--- src/rtl/gray_bin_stream_conv.sv ---
// Two-stage valid/ready stream converter between Gray and binary code, with a
// Gray step checker on G2B beats and a count of beats delivered downstream.
module gray_bin_stream_conv #(
   parameter int WIDTH     = 8,
   parameter int CNT_WIDTH = 16
) (
   input  logic                 clk,
   input  logic                 rst_n,
   input  logic                 in_valid,
   output logic                 in_ready,
   input  logic [WIDTH-1:0]     in_data,
   input  logic                 in_mode,
   output logic                 out_valid,
   input  logic                 out_ready,
   output logic [WIDTH-1:0]     out_data,
   output logic                 out_mode,
   output logic                 out_step_err,
   output logic [CNT_WIDTH-1:0] beat_cnt
);

   logic                 s1_valid_q, s1_valid_d;
   logic [WIDTH-1:0]     s1_data_q, s1_data_d;
   logic                 s1_mode_q, s1_mode_d;
   logic                 out_valid_q, out_valid_d;
   logic [WIDTH-1:0]     out_data_q, out_data_d;
   logic                 out_mode_q, out_mode_d;
   logic                 out_step_err_q, out_step_err_d;
   logic [WIDTH-1:0]     last_gray_q, last_gray_d;
   logic                 hist_valid_q, hist_valid_d;
   logic [CNT_WIDTH-1:0] beat_cnt_q, beat_cnt_d;

   logic                 s2_adv;
   logic                 s1_adv;
   logic [WIDTH-1:0]     g2b;
   logic [WIDTH-1:0]     b2g;
   logic [WIDTH-1:0]     gray_diff;
   logic                 step_err;

   // Binary bit i is the XOR of all Gray bits from i up to the MSB.
   for (genvar gi = 0; gi < WIDTH; gi++) begin : g_g2b
      assign g2b[gi] = ^s1_data_q[WIDTH-1:gi];
   end

   assign b2g       = s1_data_q ^ (s1_data_q >> 1);
   assign gray_diff = s1_data_q ^ last_gray_q;
   // More than one bit set <=> clearing the lowest set bit leaves something.
   assign step_err  = hist_valid_q & ~s1_mode_q & (|(gray_diff & (gray_diff - WIDTH'(1))));

   assign s2_adv   = ~out_valid_q | out_ready;
   assign s1_adv   = s1_valid_q & s2_adv;
   assign in_ready = rst_n & (~s1_valid_q | s2_adv);

   always_comb begin
      s1_valid_d     = s1_valid_q;
      s1_data_d      = s1_data_q;
      s1_mode_d      = s1_mode_q;
      out_valid_d    = out_valid_q;
      out_data_d     = out_data_q;
      out_mode_d     = out_mode_q;
      out_step_err_d = out_step_err_q;
      last_gray_d    = last_gray_q;
      hist_valid_d   = hist_valid_q;
      beat_cnt_d     = beat_cnt_q;

      if (in_ready) begin
         s1_valid_d = in_valid;
         if (in_valid) begin
            s1_data_d = in_data;
            s1_mode_d = in_mode;
         end
      end

      if (s2_adv) begin
         out_valid_d = s1_valid_q;
      end

      if (s1_adv) begin
         out_data_d     = s1_mode_q ? b2g : g2b;
         out_mode_d     = s1_mode_q;
         out_step_err_d = step_err;
         if (!s1_mode_q) begin
            last_gray_d  = s1_data_q;
            hist_valid_d = 1'b1;
         end
      end

      if (out_valid_q && out_ready) begin
         beat_cnt_d = beat_cnt_q + CNT_WIDTH'(1);
      end
   end

   always_ff @(posedge clk) begin
      if (!rst_n) begin
         s1_valid_q     <= 1'b0;
         s1_data_q      <= '0;
         s1_mode_q      <= 1'b0;
         out_valid_q    <= 1'b0;
         out_data_q     <= '0;
         out_mode_q     <= 1'b0;
         out_step_err_q <= 1'b0;
         last_gray_q    <= '0;
         hist_valid_q   <= 1'b0;
         beat_cnt_q     <= '0;
      end else begin
         s1_valid_q     <= s1_valid_d;
         s1_data_q      <= s1_data_d;
         s1_mode_q      <= s1_mode_d;
         out_valid_q    <= out_valid_d;
         out_data_q     <= out_data_d;
         out_mode_q     <= out_mode_d;
         out_step_err_q <= out_step_err_d;
         last_gray_q    <= last_gray_d;
         hist_valid_q   <= hist_valid_d;
         beat_cnt_q     <= beat_cnt_d;
      end
   end

   assign out_valid    = out_valid_q;
   assign out_data     = out_data_q;
   assign out_mode     = out_mode_q;
   assign out_step_err = out_step_err_q;
   assign beat_cnt     = beat_cnt_q;

endmodule

--- config.mk ---
export PLATFORM = sky130hd
export DESIGN_NAME = gray_bin_stream_conv
export DESIGN_NICKNAME = d
export VERILOG_FILES = /design/src/rtl/gray_bin_stream_conv.sv
export SDC_FILE = /design/constraint.sdc
export NUM_CORES = 1
export LEC_CHECK = 0
export BUFFER_PORTS_ARGS = -buffer_cell sky130_fd_sc_hd__buf_2
export CAP_MARGIN = 10
export CORE_AREA = 2 2 87 89
export DETAILED_ROUTE_END_ITERATION = 10
export DIE_AREA = 0 0 89 91
export PLACE_DENSITY = 0.61
export SETUP_SLACK_MARGIN = 0.2
export SLEW_MARGIN = 25
export SYNTH_ARGS = -nofsm -noshare
export SYNTH_HDL_FRONTEND = slang
export SYNTH_SLANG_ARGS = --single-unit
--- constraint.sdc ---
create_clock -name clk -period 2.22 [get_ports clk]
set_input_delay 0 -clock clk [delete_from_list [all_inputs] [get_ports clk]]
set_output_delay 0 -clock clk [all_outputs]
set_load 0.02 [all_outputs]
**Word level (Yosys, flattened, before mapping)**

Index checks and enable logic that the tools add are counted.

- Input port bits: 13
- Output and inout bits: 28
- Register bits: 46

- Bitwise gates (word level): 12
- $add $sub $neg: 2
- Reduce and logical (&&, ||, !) cells: 11
- Multiplexer cells: 1

Operators by type and width:

| operator | count |
|---|---|
| adder 16 x 1 -> 16 bit, second input constant | 1 |
| bitwise AND 8 bit | 1 |
| 2-to-1 mux 8 bit | 1 |
| OR reduction 8 bit | 1 |
| parity 8 bit | 1 |
| subtractor 8 x 1 -> 8 bit, second input constant | 1 |
| XOR 8 x 7 -> 8 bit | 1 |
| XOR 8 bit | 1 |
| parity 7 bit | 1 |
| parity 6 bit | 1 |
| parity 5 bit | 1 |
| bitwise AND 1 bit | 4 |
| AND reduction 2 bit | 2 |
| parity 4 bit | 1 |
| inverter 1 bit | 3 |
| parity 3 bit | 1 |
| OR 1 bit | 2 |
| parity 2 bit | 1 |
| logical AND 1 bit | 1 |

**Depth between registers and ports, before layout**

Gate-level depths: netlist (run 1).

- Depth in word-level cells: 5
- Gate-level depth with buffers: 6
- Depth with buffers taken out: 5

**Least setup slack after synthesis (run 1)**

No wires, ideal clock.

- Kind: reg-to-reg
- From: register out_valid_q, in the netlist out_valid
- To: register beat_cnt_q[13], in the netlist beat_cnt[13]
- Period minus slack after synthesis: 1.763 ns
- Required time: 2.150 ns
- Arrival: 1.692 ns
- Slack: 0.457 ns
- Stages on the path, launching flop included: 6
- Path through: dfxtp_1 > nand3_2 > or3_1 > clkbuf_2 > or4_1 > a21oi_1

- Word-level cells in the longest chain between the ends: 1

Ends and longest elaborated chain:

| what | line | source |
|---|---|---|
| start, declared | 24 | `logic out_valid_q, out_valid_d;` |
| start signal, assigned | 108 | `out_valid_q <= out_valid_d;` |
| logical AND 1 bit | 87 | `if (out_valid_q && out_ready) begin` |
| end signal, assigned | 114 | `beat_cnt_q <= beat_cnt_d;` |
| end, declared | 30 | `logic [CNT_WIDTH-1:0] beat_cnt_q, beat_cnt_d;` |

Every way passes these cells.
A chain may end at the register's enable or synchronous reset.

**Worst setup path after layout (run 1)**

- From: register s1_data_q[5]
- To: register out_data_q[0], in the netlist out_data[0]

- Word-level cells in the longest chain between the ends: 2

Ends and longest elaborated chain:

| what | line | source |
|---|---|---|
| start, declared | 22 | `logic [WIDTH-1:0] s1_data_q, s1_data_d;` |
| start signal, assigned | 106 | `s1_data_q <= s1_data_d;` |
| parity 8 bit | 41 | `assign g2b[gi] = ^s1_data_q[WIDTH-1:gi];` |
| 2-to-1 mux 8 bit | 78 | `out_data_d = s1_mode_q ? b2g : g2b;` |
| end signal, assigned | 109 | `out_data_q <= out_data_d;` |
| end, declared | 25 | `logic [WIDTH-1:0] out_data_q, out_data_d;` |

Every way passes these cells.

==> results of run 1 <==
layer usage:
| layer | share of wire, % | global-route usage (%) | vias to the layer above |
|---|---|---|---|
| li1 | - | - | 973 |
| met1 | 49 | 16.18 | 840 |
| met2 | 45 | 19.90 | 50 |
| met4 | 1.0 | 2.985 | 0 |
| met5 | 0 | 0 | - |
| met3 | 5.1 | 3.000 | 5 |
per-stage QoR:
| stage | hold slack, ns | util [%] |
|---|---|---|
| after global routing | 0.02786 | 37.85 |
| after floorplan | 0.1295 | - |
| after global placement | 0.2480 | 34.87 |
| final | 0.03070 | 37.85 |
| after CTS | 0.02276 | 37.85 |
| after detailed placement | 0.2599 | 34.87 |
registers in the layout (all words and copies together), names as in the netlist:
register      cells
beat_cnt         16
last_gray_q       8
out_data          8
s1_data_q         8
hist_valid_q      1
out_mode          1
out_step_err      1
out_valid         1
s1_mode_q         1
s1_valid_q        1
final cells by class:
cell class	instances	area [µm²]
fill	787	4436
clock inverter	1	30.03
tap	99	123.9
inverter	17	63.81
timing repair buffer	54	330.3
multi-input combinational	178	1150
clock buffer	6	82.58
sequential	46	920.9
critical path, stage by stage, from the launching register on:
cell and delay, ns:
dfxtp_1 0.39, xnor2_1 0.42, xor3_1 0.52, o2111ai_1 0.19, o311ai_0 0.14
power by group through the flow:
| stage | combinational [W] | clock (W) | sequential (W) |
|---|---|---|---|
| 6_report | 0.000281 | 0.000641 | 0.000897 |
| 3_5_place_dp | 0.000270 | 0 | 0.000916 |
| 4_1_cts | 0.000283 | 0.000659 | 0.000897 |
| 5_1_grt | 0.000310 | 0.000695 | 0.000903 |
| 3_3_place_gp | 0.000267 | 0 | 0.000915 |
| 2_1_floorplan | 0.000203 | 0 | 0.000913 |
cells by family after synthesis:
kind of cell,Yosys count,share of synthesized area (%)
buf+inv,35,6.285
xor+xnor,30,13.82
simple gates,95,21.57
fa+ha+maj,1,0.5662
flops,46,41.68
mux,9,4.077
compound gates,43,12.01
cells in the mapped netlist, types with 3 or more instances:
library cell | instances | area share (%)
or3_1 | 5 | 1.4
nand2_1 | 18 | 3.1
nor4_1 | 4 | 1.1
nand3_1 | 25 | 5.7
nand4_1 | 4 | 1.1
xnor2_1 | 19 | 7.5
clkbuf_1 | 11 | 1.9
nor2_1 | 22 | 3.7
buf_2 | 4 | 0.91
o311ai_0 | 3 | 1.2
mux2i_1 | 9 | 4.1
o21ai_0 | 14 | 3.2
dfxtp_1 | 46 | 42
o2111ai_1 | 3 | 1.2
inv_1 | 17 | 2.9
xor2_1 | 8 | 3.2
a21oi_1 | 14 | 3.2
nand2b_1 | 3 | 0.85
worst paths after layout:
path | from | end | slack, ns | cells past startpoint
worst max register to register | s1_data_q[5] | out_data[0] | 0.43 | 4
worst max-delay path | s1_data_q[5] | out_data[0] | 0.43 | 4
worst min register to register | hist_valid_q | hist_valid_q | 0.45 | 2
worst min-delay path | out_ready | beat_cnt[1] | 0.03 | 3
==> flow_summary.yaml, run 1 <==
finish:
  stdcell_area_um2: 2701
  antenna_cells: 0
  nNetsFinal: 316
  area_growth_pct: 22.25
  layout_commonest_cell: "dfxtp_1"
  layout-drive-gt1-share_pct: 18.54
  layout.cells.non_filler: 401
  layout_common_cells: "dfxtp_1, buf_2, nand3_1, nor2_1, xnor2_1"
clock_network:
  cts_max_level: 2
  clockRootBuffer: "clkbuf_8"
  tritoncts: "done"
  hold_buffers: 10
  cts_resized: 0
  clock-sinks: 46
  clkTransAtPathRegs_ns: 0.09
  clock_latency_ns: 0.30
  postCtsSetupBuffers: 0
  cts_buffers: 5
  clock_path_buffers: 2
place:
  dp_cells: 384
  dpl.hpwl_um: 3449
  place_area_um2: 2489
  gp_congestion: 0.8103
  io_buffer_count: 40
  post-place-ws_ns: 0.4273
power:
  p_sw_share_pct: 25.57
  power.internal_w: 0.001354
  power_density_nw_per_um2: 673.3
  p_seq_share_pct: 49.3
  p_leak_nw: 1.145
  power_switching_w: 0.0004650
  pwr-share-comb_pct: 15.4
  peakVddDrop_mv: 0.2243
  power.clock.fraction_pct: 35.3
  totalPowerFinal_w: 0.001819
global_route:
  grt_pass1_wl_um: 7893
  overflow: 0
  grt_start_max_net_pins: 31
  track_usage_pct: 12.24
  grt_pass1_vias: 1737
  antenna_found_initial: 0
route:
  dr.pass1.iters: 4
  remaining_drc_errors: 0
  dr_total_vias: 1868
  wl_per_cell_um: 11.89
  postRouteAntennaNets: 0
  drt_iter0_markers: 74
  drt-vias-per-instance: 4.658
  routed_wirelength_um: 4766
setup_path:
  worstPathMaxFanout: 6
  start_kind: "register"
  cp.required_ns: 2.39
  crit_type: "register to register"
  arrival_ns: 1.96
  end_kind: "register"
synthesis:
  postSynth.asyncResetShare_pct: 0
  yosysSeqAreaShare_pct: 41.68
  synth_cell_types: 41
  avgSynthCellArea_um2: 8.531
  syn_inst: 259
  syn-num-nets: 273
  synth_area_um2: 2210
  ys.flop_type: "dfxtp_1"
  ys_seq_elements: 46
  yosysWarnings: 0
  synth_edf_count: 0
timing:
  hold_viol: 0
  drv_slew: 0
  period_share_pct: 80.79
  period_needed_ns: 1.794
  setup_viol: 0
  fin_setup_tns_ns: 0
  finClkSkew_ns: 0.007229
  setup_slack_ns: 0.4265
  slew_headroom_pct: 57.42
  rsz0062_at_grt: "false"
  worst_pin_slew_ns: 0.6364
  fmax_mhz: 557.6
run:
  cap_violations: 0
die:
  core_um2: 7137
  std_cell_rows: 31
  start_util_pct: 30.96
  io_pins: 41
  die_h_um: 91
  dieArea_um2: 8099
  fp.dieW_um: 89
status:
  status: "completed"
hold_path:
  hp-class: "input port to register"
Note: power is estimated with default switching activity, not from simulation.
==> inputs of run 2 (changes only) <==
Clock period 2.22 ns to 1.75 ns, I/O delays scaled along.
==> run 2 against run 1 <==
Effect of this change: sequential cell count unchanged; worst hold slack worse by 0.0070 ns; final cell count increased by 4.5%; combinational power up 46%; clock skew fell by 0.00053 ns; routed wire length up 4.6%; sequential share of layout area shrank 1.9 points; fmax up 18%; register-to-register slack got worse by 0.19 ns; global-route usage up 0.33 points; sequential power increased by 27%; count of clock-buffer cells in the layout fell by 1; highest routed layer unchanged.
==> flow_summary.yaml, run 2 (synthesis results as in run 1) <==
power:
  totalPowerFinal_w: 0.002330
  power.internal_w: 0.001719
  power.clock.fraction_pct: 33.6
  p_seq_share_pct: 48.8
  p_leak_nw: 1.258
  power_density_nw_per_um2: 791.7
  pwr-share-comb_pct: 17.6
  power_switching_w: 0.0006109
  peakVddDrop_mv: 0.4349
  p_sw_share_pct: 26.22
finish:
  layout.cells.non_filler: 419
  largest_reg_flops: 16
  layout_commonest_cell: "buf_2"
  antenna_cells: 0
  layout-drive-gt1-share_pct: 30.00
  nNetsFinal: 333
  stdcell_area_um2: 2943
  utilization_pct: 41.23
  area_growth_pct: 33.18
  layout_common_cells: "buf_2, dfxtp_1, nand3_1, nor2_1, buf_4"
  fill_cells: 766
place:
  dpl.hpwl_um: 3518
  gp_congestion: 0.8079
  place_area_um2: 2587
  dp_cells: 392
  io_buffer_count: 40
route:
  routed_wirelength_um: 4983
  drt_iter0_markers: 68
  dr_total_vias: 1958
  wl_per_cell_um: 11.89
  drt-vias-per-instance: 4.673
  dr.pass1.iters: 4
  postRouteAntennaNets: 0
  remaining_drc_errors: 0
timing:
  period_needed_ns: 1.515
  fin_setup_tns_ns: 0
  period_share_pct: 86.59
  setup_viol: 0
  worst_pin_slew_ns: 0.3859
  drv_slew: 0
  fmax_mhz: 659.9
  finClkSkew_ns: 0.006698
  slew_headroom_pct: 74.03
  rsz0062_at_grt: "false"
  hold_viol: 0
setup_path:
  crit_type: "register to register"
  worstPathMaxFanout: 9
  start_kind: "register"
  arrival_ns: 1.75
  end_kind: "register"
  cp.required_ns: 1.99
die:
  std_cell_rows: 31
  die_h_um: 91
  start_util_pct: 30.96
  io_pins: 41
  dieArea_um2: 8099
  core_um2: 7137
  fp.dieW_um: 89
hold_path:
  hp-class: "input port to register"
global_route:
  track_usage_pct: 12.56
  grt_pass1_wl_um: 8266
  grt_start_max_net_pins: 22
  antenna_found_initial: 0
  overflow: 0
  grt_pass1_vias: 1820
run:
  cap_violations: 0
clock_network:
  clock-sinks: 46
  clock_path_buffers: 2
  tritoncts: "done"
  cts_buffers: 5
  clockRootBuffer: "clkbuf_8"
  clkTransAtPathRegs_ns: 0.09
  clock_latency_ns: 0.30
  cts_max_level: 2
status:
  status: "completed"
==> run 2: cell types whose count changed in the layout (fill, tap and decap cells not counted), moves of 3 or more <==
cell and delta:
dfxtp_1 -12, dfxtp_2 +8, buf_4 +17, dfxtp_4 +4, xnor2_1 -4, o311ai_0 -3
==> run 2: final timing paths <==
check / from / end / slack (ns) / cells after the start
setup reg to reg: out_valid / beat_cnt[13] / 0.23 / 4
hold / removal: out_ready / beat_cnt[1] / 0.02 / 3
hold reg to reg: hist_valid_q / hist_valid_q / 0.45 / 2
setup / recovery: out_valid / beat_cnt[13] / 0.23 / 4
==> run 2: critical path, cell delays in order, from the launching register on <==
cell     delay, ns
dfxtp_4       0.39
nand3_2       0.11
or3_4         0.42
or4_1         0.40
a21oi_1       0.14
==> run 2: power by group through the flow <==
stage | clock [W] | combinational (W) | sequential [W]
2_1_floorplan | 0 | 0.000269 | 0.00116
3_3_place_gp | 0 | 0.000368 | 0.00116
3_5_place_dp | 0 | 0.000368 | 0.00116
4_1_cts | 0.000818 | 0.000399 | 0.00113
5_1_grt | 0.000864 | 0.000455 | 0.00114
6_report | 0.000783 | 0.000410 | 0.00114
==> run 2: metrics by stage <==
step                setup slack, ns  hold WS, ns
CTS                          0.2065      0.01676
global placement             0.1928       0.2586
finish                       0.2347      0.02365
detailed placement           0.1705       0.2614
global route                 0.1859      0.03340
floorplan                    0.1748       0.1295
==> run 2: layout make-up <==
| class | count | area, µm² | area share [%] |
|---|---|---|---|
| multi-input cells | 178 | 1242 | 42.22 |
| repair buffers | 71 | 457.9 | 15.56 |
| well taps | 99 | 123.9 | 4.209 |
| inverters | 17 | 63.81 | 2.168 |
| flip-flops and latches | 46 | 945.9 | 32.14 |
| clock inverters | 3 | 40.04 | 1.361 |
| clock buffers | 5 | 68.82 | 2.338 |
==> run 2: routing by layer <==
| layer | GRT usage, % | wire length [µm] | up-vias |
|---|---|---|---|
| met5 | 0 | 0 | - |
| met3 | 3.273 | 188 | 4 |
| li1 | - | - | 1013 |
| met1 | 17.13 | 2429 | 907 |
| met2 | 19.78 | 2333 | 34 |
| met4 | 2.985 | 31 | 0 |
==> run 2: timing repair <==
| item | CTS | global route |
|---|---|---|
| pin swaps | 2 | 4 |
| gates resized for setup | 1 | 19 |
| hold buffers | 10 | 0 |
| setup endpoints to repair | 4 | 8 |
| endpoints found under the hold margin | 10 | 0 |
| buffers inserted | 6 | 3 |
==> inputs of run 3 (changes only) <==
Settings changed: ABC_AREA from default to 1, CORE_AREA 2 2 87 89 to 2 2 66 68, DIE_AREA 0 0 89 91 to 0 0 68 70, PLACE_DENSITY 0.61 to 0.93.
Clock period 1.75 ns to 1.94 ns, I/O delays scaled along.
==> run 3 against run 2 <==
Effect of this change: via count up 18%; global-route usage grew 11 points; largest cell class unchanged; highest routed layer unchanged; worst hold slack better by 0.0036 ns; non-clock buffer count shrank 19; sequential share of layout area increased by 1.3 points; critical path type unchanged; core utilization increased by 25 points.
==> flow_summary.yaml, run 3 <==
timing:
  rsz0062_at_grt: "false"
  hold_viol: 0
  drv_slew: 0
  fin_setup_tns_ns: 0
  period_share_pct: 78.02
  finClkSkew_ns: 0.01056
  worst_pin_slew_ns: 0.4028
  fmax_mhz: 660.7
  setup_viol: 0
  period_needed_ns: 1.514
  slew_headroom_pct: 73.09
setup_path:
  r2r_end: "beat_cnt[14]"
  worstPathMaxFanout: 5
  end_kind: "register"
  rr_startpoint: "beat_cnt[0]"
  cp.required_ns: 2.13
  worstRegToRegCells: 8
  arrival_ns: 1.71
  crit_type: "register to register"
  reg2reg_slack_ns: 0.43
  critPathMaxStageDelay_ns: 0.42
  start_kind: "register"
  slowest_stage: "dfxtp_1"
  endpoint: "beat_cnt[14]"
  crit_chain: "ha_1 > nand3_1 > nor2_1 > nand4_2 > nor2_4 > nand3_1 > nand2_1 > nor2_1"
  crit_start: "beat_cnt[0]"
finish:
  regArea_um2: 920.9
  layout-drive-gt1-share_pct: 17.40
  fill_cells: 332
  layout_commonest_cell: "nand2_1"
  area_growth_pct: 17.34
  layout.cells.non_filler: 437
  antenna_cells: 0
  multi_input_area_um2: 1239
  layout_common_cells: "nand2_1, dfxtp_1, nor2_1, buf_2, inv_1"
  nNetsFinal: 398
  largest_reg_flops: 16
synthesis:
  synth_cell_types: 30
  ys.flop_type: "dfxtp_1"
  yosysTopAreaCell: "dfxtp_1"
  yosysSeqAreaShare_pct: 39.27
  synth_common_cells: "nand2_1, dfxtp_1, nor2_1"
  syn_inst: 338
  postSynth.asyncResetShare_pct: 0
  synth_area_um2: 2345
  syn-num-nets: 352
  yosysWarnings: 0
  synth_edf_count: 0
  synth.area.top_cells: "dfxtp_1, nand2_1, nor2_1, o21ai_0, a21oi_1"
  avgSynthCellArea_um2: 6.937
  yosys.area.top_type_share_pct: 39.27
  yosysMostFrequentCell: "nand2_1"
  ys_seq_elements: 46
clock_network:
  clock-sinks: 46
  postCtsSetupBuffers: 0
  clock_latency_ns: 0.30
  clkTransAtPathRegs_ns: 0.09
  clockRootBuffer: "clkbuf_8"
  clock_path_buffers: 2
  cts_buffers: 5
  cts_max_level: 2
  tritoncts: "done"
die:
  dieArea_um2: 4760
  std_cell_rows: 24
  io_pins: 41
  core_um2: 4144
  fp.dieW_um: 68
  start_util_pct: 56.58
  die_h_um: 70
run:
  cap_violations: 0
hold_path:
  hp-class: "input port to register"
route:
  dr_total_vias: 2310
  wl_per_cell_um: 12.13
  dr.pass1.iters: 4
  drt_iter0_markers: 211
  drt-vias-per-instance: 5.286
  postRouteAntennaNets: 0
  routed_wirelength_um: 5300
  remaining_drc_errors: 0
global_route:
  grt_start_max_net_pins: 21
  grt_pass1_wl_um: 8873
  busiest_layer: "met2"
  grt_pass1_vias: 2071
  grtUsageMet1_pct: 29.33
  overflow: 0
  met2_usage_pct: 39.70
  grt_use_met3_pct: 6.119
  antenna_found_initial: 0
  track_usage_pct: 24.05
place:
  dp_cells: 419
  dpl.hpwl_um: 3764
  gp_congestion: 0.8690
  io_buffer_count: 40
power:
  peakVddDrop_mv: 0.4276
  p_leak_nw: 1.292
  power_density_nw_per_um2: 731.9
status:
  status: "completed"
## run 3: cell types whose count changed in the layout (fill, tap and decap cells not counted), sizes merged, moves of 11 or more
| cell | delta |
|---|---|
| xnor2 | -13 |
| buf | -19 |
| nor2 | +25 |
| o21ai | +13 |
| nand3 | -11 |
| nand2 | +80 |
| inv | +15 |
## run 3: cells by family after synthesis
| kind of cell | Yosys count | synth area share, % |
|---|---|---|
| compound gates | 61 | 14.14 |
| buf+inv | 45 | 7.898 |
| xor+xnor | 17 | 6.670 |
| simple gates | 168 | 31.48 |
| fa+ha+maj | 1 | 0.5335 |
| flops | 46 | 39.27 |
## run 3: what timing repair did
action / in CTS / in global routing
gates resized for setup: 0 / 0
hold buffers: 10 / 0
endpoints found under the hold margin: 10 / 0
## run 3: report_power, final
group          internal [W]  switching [W]  leakage, nW  total [W]
combinational      0.000143       0.000225        0.868   0.000368
clock              0.000288       0.000316       0.0482   0.000604
sequential         0.000991      0.0000510        0.376    0.00104
## run 3: worst max-delay path, delay by kind of cell, from the launching register on
kind	cells	cell delay [ns]
fa+ha+maj	1	0.22
flops	1	0.42
simple gates	7	0.77
## run 3: layout make-up
| class | count | area share, % |
|---|---|---|
| well taps | 52 | 2.365 |
| clock buffers | 7 | 3.138 |
| flip-flops and latches | 46 | 33.47 |
| multi-input cells | 247 | 45.02 |
| inverters | 32 | 4.366 |
| clock inverters | 1 | 0.1819 |
| repair buffers | 52 | 11.46 |
## run 3: through the flow
step	hold slack (ns)	instance area [µm²]	power, W	utilization, %	worst slack (ns)
5_1_grt	0.06492	2751	0.002115	66.39	0.2395
2_1_floorplan	0.1127	2345	0.001329	-	0.4582
6_report	0.02721	2751	0.002014	66.39	0.4264
3_3_place_gp	0.1982	2560	0.001394	61.78	0.5561
3_5_place_dp	0.2065	2560	0.001410	61.78	0.4811
4_1_cts	0.03181	2751	0.002014	66.39	0.4461
## run 3: how the worst min path moves through the flow
stage / slack, ns / cells after the start / from / end
finish: 0.03 / 4 / out_ready / s1_valid_q
floorplan: 0.11 / 2 / in_data[4] / s1_data_q[4]
CTS: 0.03 / 4 / out_ready / s1_valid_q
global route: 0.06 / 4 / out_ready / out_valid
detailed placement: 0.21 / 3 / in_data[6] / s1_data_q[6]
global placement: 0.20 / 3 / in_data[4] / s1_data_q[4]
## run 3: layer usage
metal | routed length (µm) | vias to the layer above
li1 | - | 1168
met1 | 2312 | 1055
met2 | 2598 | 77
met3 | 302 | 10
met4 | 87 | 0
met5 | 0 | -
